===== config.mk =====
export PLATFORM = sky130hd
export DESIGN_NAME = dpi_stream_feeder
export DESIGN_NICKNAME = d
export VERILOG_FILES = /design/src/rtl/dpi_stream_feeder.sv
export SDC_FILE = /design/constraint.sdc
export NUM_CORES = 2
export LEC_CHECK = 0
export BUFFER_PORTS_ARGS = -buffer_cell sky130_fd_sc_hd__buf_2
export CAP_MARGIN = 30
export CORE_ASPECT_RATIO = 1.5
export CORE_MARGIN = 2
export CORE_UTILIZATION = 35
export CTS_CLUSTER_SIZE = 8
export DETAILED_ROUTE_END_ITERATION = 10
export SLEW_MARGIN = 10
export SYNTH_ARGS = -nofsm -noshare
export SYNTH_HDL_FRONTEND = slang
export SYNTH_SLANG_ARGS = --single-unit

===== constraint.sdc =====
create_clock -name clk -period 6.1 [get_ports clk]
set_clock_uncertainty 0.2 [all_clocks]
set_input_delay 0.915 -clock clk [delete_from_list [all_inputs] [get_ports clk]]
set_output_delay 0.915 -clock clk [all_outputs]
set_load 0.05 [all_outputs]

===== src/rtl/dpi_stream_feeder.sv =====
// dpi_stream_feeder: maps flow keys to stream ids and sequences the category matchers per packet.
module dpi_stream_feeder #(
    parameter int                 NUM_CAT      = 8,
    parameter int                 NUM_STREAMS  = 64,
    parameter int                 KEY_W        = 16,
    parameter int                 EOP_GAP      = 2,
    parameter logic [NUM_CAT-1:0] DEFAULT_MASK = '1
) (
    input  logic               clk,
    input  logic               rst_n,
    input  logic [7:0]         pkt_data,
    input  logic [KEY_W-1:0]   pkt_flow_key,
    input  logic               pkt_sop,
    input  logic               pkt_eop,
    input  logic               pkt_vld,
    output logic               pkt_rdy,
    input  logic               cfg_we,
    input  logic [5:0]         cfg_stream,
    input  logic [NUM_CAT-1:0] cfg_mask,
    output logic [7:0]         char_in,
    output logic               char_in_vld,
    output logic               load_state,
    output logic               eop,
    output logic [5:0]         stream_id,
    output logic               new_stream_id,
    output logic [NUM_CAT-1:0] enable,
    input  logic [NUM_CAT-1:0] fired,
    output logic               res_vld,
    input  logic               res_rdy,
    output logic [5:0]         res_stream_id,
    output logic               res_new,
    output logic [NUM_CAT-1:0] res_fired,
    output logic [15:0]        drop_cnt
);
    localparam int GW = $clog2(EOP_GAP + 1);

    typedef enum logic [2:0] {IDLE, LOOKUP, LOAD, PRIME, STREAM, DRAIN, EOP, RESULT} state_t;
    state_t state, state_nx;

    logic [NUM_STREAMS-1:0] tbl_vld;
    logic [KEY_W-1:0]       tbl_key  [NUM_STREAMS];
    logic [NUM_CAT-1:0]     tbl_mask [NUM_STREAMS];
    logic [KEY_W-1:0]       key_r;
    logic [5:0]             alloc_ptr;
    logic [5:0]             hit_idx;
    logic                   hit;
    logic [GW-1:0]          gap_cnt;

    // keys are only allocated on a miss, so at most one entry can match
    always_comb begin
        hit     = 1'b0;
        hit_idx = '0;
        for (int i = 0; i < NUM_STREAMS; i++) begin
            if (tbl_vld[i] && tbl_key[i] == key_r) begin
                hit     = 1'b1;
                hit_idx = 6'(i);
            end
        end
    end

    always_ff @(posedge clk) begin
        if (!rst_n) state <= IDLE;
        else        state <= state_nx;
    end

    always_comb begin
        state_nx   = state;
        pkt_rdy    = 1'b0;
        load_state = 1'b0;
        eop        = 1'b0;
        res_vld    = 1'b0;
        case (state)
            IDLE: begin
                pkt_rdy = rst_n & pkt_vld & ~pkt_sop;
                if (pkt_vld && pkt_sop) state_nx = LOOKUP;
            end
            LOOKUP: state_nx = LOAD;
            LOAD: begin
                load_state = 1'b1;
                state_nx   = PRIME;
            end
            PRIME: state_nx = STREAM;
            STREAM: begin
                pkt_rdy = rst_n;
                if (pkt_vld && pkt_eop) state_nx = DRAIN;
            end
            DRAIN: if (gap_cnt == GW'(EOP_GAP)) state_nx = EOP;
            EOP: begin
                eop      = 1'b1;
                state_nx = RESULT;
            end
            RESULT: begin
                res_vld = 1'b1;
                if (res_rdy) state_nx = IDLE;
            end
            default: state_nx = IDLE;
        endcase
    end

    always_ff @(posedge clk) begin
        if (!rst_n) begin
            tbl_vld       <= '0;
            alloc_ptr     <= '0;
            key_r         <= '0;
            stream_id     <= '0;
            new_stream_id <= 1'b0;
            enable        <= '0;
            char_in       <= '0;
            char_in_vld   <= 1'b0;
            gap_cnt       <= '0;
            res_stream_id <= '0;
            res_new       <= 1'b0;
            res_fired     <= '0;
            drop_cnt      <= '0;
        end else begin
            char_in_vld <= state == STREAM && pkt_vld;
            if (state == STREAM && pkt_vld) char_in <= pkt_data;
            if (state == IDLE && pkt_vld && !pkt_sop && drop_cnt != '1) drop_cnt <= drop_cnt + 16'd1;
            if (state == IDLE && pkt_sop) key_r <= pkt_flow_key;
            if (state == LOOKUP) begin
                stream_id     <= hit ? hit_idx : alloc_ptr;
                new_stream_id <= ~hit;
                if (!hit) begin
                    tbl_vld[alloc_ptr] <= 1'b1;
                    alloc_ptr          <= alloc_ptr == 6'(NUM_STREAMS - 1) ? '0 : alloc_ptr + 6'd1;
                end
            end
            if (state == LOAD) enable <= tbl_mask[stream_id];
            gap_cnt <= state == DRAIN ? gap_cnt + 1'b1 : '0;
            if (state == EOP) begin
                res_fired     <= fired & enable;
                res_stream_id <= stream_id;
                res_new       <= new_stream_id;
            end
        end
    end

    // cfg is applied after the allocation so a same-cycle write to the new entry keeps its mask
    always_ff @(posedge clk) begin
        if (rst_n && state == LOOKUP && !hit) begin
            tbl_key[alloc_ptr]  <= key_r;
            tbl_mask[alloc_ptr] <= DEFAULT_MASK;
        end
        if (rst_n && cfg_we && int'(cfg_stream) < NUM_STREAMS) tbl_mask[cfg_stream] <= cfg_mask;
    end
endmodule


==> impl_metrics.toml <==
[grt]
grtUsageMet2 = 0.319
grt_pass1_vias = 42814
grt_overflow = 0
gr-usage-met3 = 0.0236
grt_max_degree = 78
grt_pass1_wl_mm = 286
grt_usage = 0.178
grt-busiest-layer = "met2"
grt_antenna_before_repair = 3
gr-usage-met1 = 0.215

[synthesis]
synthMuxAreaShare = 0.0520
synth_cells = 4881
synth_largest_area_cell = "edfxtp_1"
syn_avg_cell_area_um2 = 15.0
synth_top_area_share = 0.629
synthXorXnorAreaFrac = 0.124
async_flop_share = 0
synthTopCellsByArea = "edfxtp_1 (63%), xnor2_1 (8.9%), mux4_2 (5.2%)"
synth_fa_ha_area_frac = 0.000512
synth-seq-cells = 1682
synth_area_mm2 = 0.0733
yosysSeqAreaShare = 0.669
synth_top_flop_cell = "edfxtp_1"
synth_compound_area_frac = 0.0218
synth_nets = 4937
synth_cell_types = 68
yosys.area_share.simple = 0.103
synth_edf_count = 1536
ys_warn_count = 0
synth_top_family_by_area = "XOR/XNOR gates"

[floorplan]
start_util = 0.352
num_rows = 205
io_pins = 112
core_mm2 = 0.208
design.die.area_mm2 = 0.213
die_w_um = 378
die_h_um = 564

[run_status]
status = "completed"

[power_and_ir_drop]
vdd_drop_max_mv = 0.263
p_leak_uw = 0.0276
p_per_area_mw_per_mm2 = 308

[detailed_routing]
routed-via-count = 41615
via_per_inst = 5.14
drt_iter0_drc = 3325
avgRoutedWirePerCell_um = 23.7
dr.pass1.iters = 7
ant_nets = 0
wirelength_mm = 192
route.detailed.drc = 0

[clock_network]
h-tree-depth = 4
cts_sinks = 1682
cts_tree = "built"
cts_buffers = 236
path_clk_slew_ps = 50
worst_skew_pair.late_latency_ps = 870
root_buffer = "clkbuf_16"
clock_path_buffers = 4
post_cts_buffers = 0

[worst_setup_path]
arrival_ps = 6180
worstPathRequired_ps = 6350
slowest_delay_ps = 890
crit_chain = "buf_4, xor2_1, nor4_1, nand4_1, nand4b_1, nor4_1, nand4_1, nor2_1, nand2_1, o22ai_1"
crit_buf_inv = 1
crit_type = "reg -> reg"
cp-end-kind = "flip-flop"
cp-start-kind = "flip-flop"
crit_slowest_cell = "o22ai_1"
path_max_fanout = 27
path_delay_family = "simple AND/OR/NAND/NOR gates"

[timing]
setup_tns_ps = 0
period_share = 0.972
slew_headroom = 0.323
post-route-min-period_ps = 5930
rsz0062_at_grt = "no"
setup_violations = 0
hold_viol = 0
tightest_slew_ps = 1010
fmax_mhz = 169
finalMaxSlewViolations = 0

[placed_design]
gp_congestion = 0.836
place_area_mm2 = 0.0779
place_inst = 7680
io_buffers = 111
hpwl_mm = 120

[job]
max-cap-violations = 0

[final_layout]
post-route-util = 0.407
syn2layout_area_growth_pct = 15.5
design_area_mm2 = 0.0846
layout_common_cells = "edfxtp_1 (1536), xnor2_1 (746), or3_1 (464)"
final_layout_size_suffix_gt1_frac = 0.177
stdcell_count = 8095
fin_nets = 5187
layout.cells.most_common = "edfxtp_1"

[worst_hold_path]
min_path_type = "in -> reg"
## synth_stat cells (all sizes together), types with 7 or more instances
| master | number |
|---|---|
| a21o | 24 |
| a21oi | 68 |
| a31oi | 7 |
| and2 | 8 |
| and3 | 7 |
| buf | 146 |
| clkbuf | 232 |
| dfxtp | 146 |
| edfxtp | 1536 |
| inv | 16 |
| mux4 | 168 |
| nand2 | 190 |
| nand2b | 10 |
| nand3 | 95 |
| nand4 | 201 |
| nor2 | 94 |
| nor2b | 7 |
| nor3 | 71 |
| nor4 | 97 |
| o21ai | 63 |
| o21bai | 14 |
| o22ai | 43 |
| or2 | 71 |
| or3 | 466 |
| xnor2 | 746 |
| xor2 | 291 |
## state kept, by name, summed over array words and instances (netlist names)
signal         cells
tbl_mask         512
res_fired          8
res_stream_id      6
drop_cnt          16
char_in_vld        1
tbl_vld           64
res_new            1
key_r             16
new_stream_id      1
enable             8
alloc_ptr          6
tbl_key         1024
state              3
char_in            8
gap_cnt            2
stream_id          6
## routing by layer
| layer | vias up | share of wire |
|---|---|---|
| met2 | 1248 | 0.52 |
| li1 | 18694 | - |
| met5 | - | 0.000084 |
| met3 | 383 | 0.046 |
| met4 | 2 | 0.041 |
| met1 | 21288 | 0.39 |
## cell type report
type / instances / area [um2]
diodes: 1 / 2.50
clock buffers: 401 / 6550
clock inverters: 6 / 90.1
fillers: 18876 / 123000
inverters: 17 / 63.8
multi-input cells: 2804 / 22200
flip-flops and latches: 1682 / 49100
well taps: 2794 / 3500
repair buffers: 390 / 3120
## worst min-delay path, stage by stage
cell	delay, ps
buf_2	90
nand2_1	40
a21oi_1	50
## path summary, 6_finish.rpt
path	start	to	slack (ps)	cells past startpoint
hold / removal	pkt_data[5]	char_in[5]	100	3
hold reg to reg	gap_cnt[0]	gap_cnt[0]	230	1
setup / recovery	key_r[12]	tbl_mask[58][5]	170	10
setup reg to reg	key_r[12]	tbl_mask[58][5]	170	10
## what timing repair did
| item | in CTS | in global routing |
|---|---|---|
| hold buffers | 0 | 0 |
| setup endpoints to repair | 0 | 9 |
| resized for setup | 0 | 1 |
## power breakdown
part	switching [uW]	total (uW)	internal, uW	leakage [uW]
sequential	111	12700	12600	0.0166
combinational	966	1500	537	0.00786
clock	4710	11900	7170	0.00316
## through the flow
stage | worst slack (ps) | hold WS (ps) | power [uW]
floorplan | 16.6 | 193 | 13900
global placement | 210 | 202 | 14400
detailed placement | 270 | 220 | 14500
CTS | 206 | 68.5 | 26300
global route | 58.2 | 87.4 | 26900
finish | 172 | 99.5 | 26100
## cells by family (layout without fill, tap and decap cells)
| group | Yosys count | count (layout) |
|---|---|---|
| flops | 1682 | 1682 |
| simple gates | 1341 | 1341 |
| xor+xnor | 1037 | 1037 |
| buf+inv | 395 | 814 |
| compound gates | 252 | 252 |
| mux | 171 | 171 |
| fa+ha+maj | 3 | 3 |
| other cells | 0 | 1 |
Power figures use the tool's default switching activity.
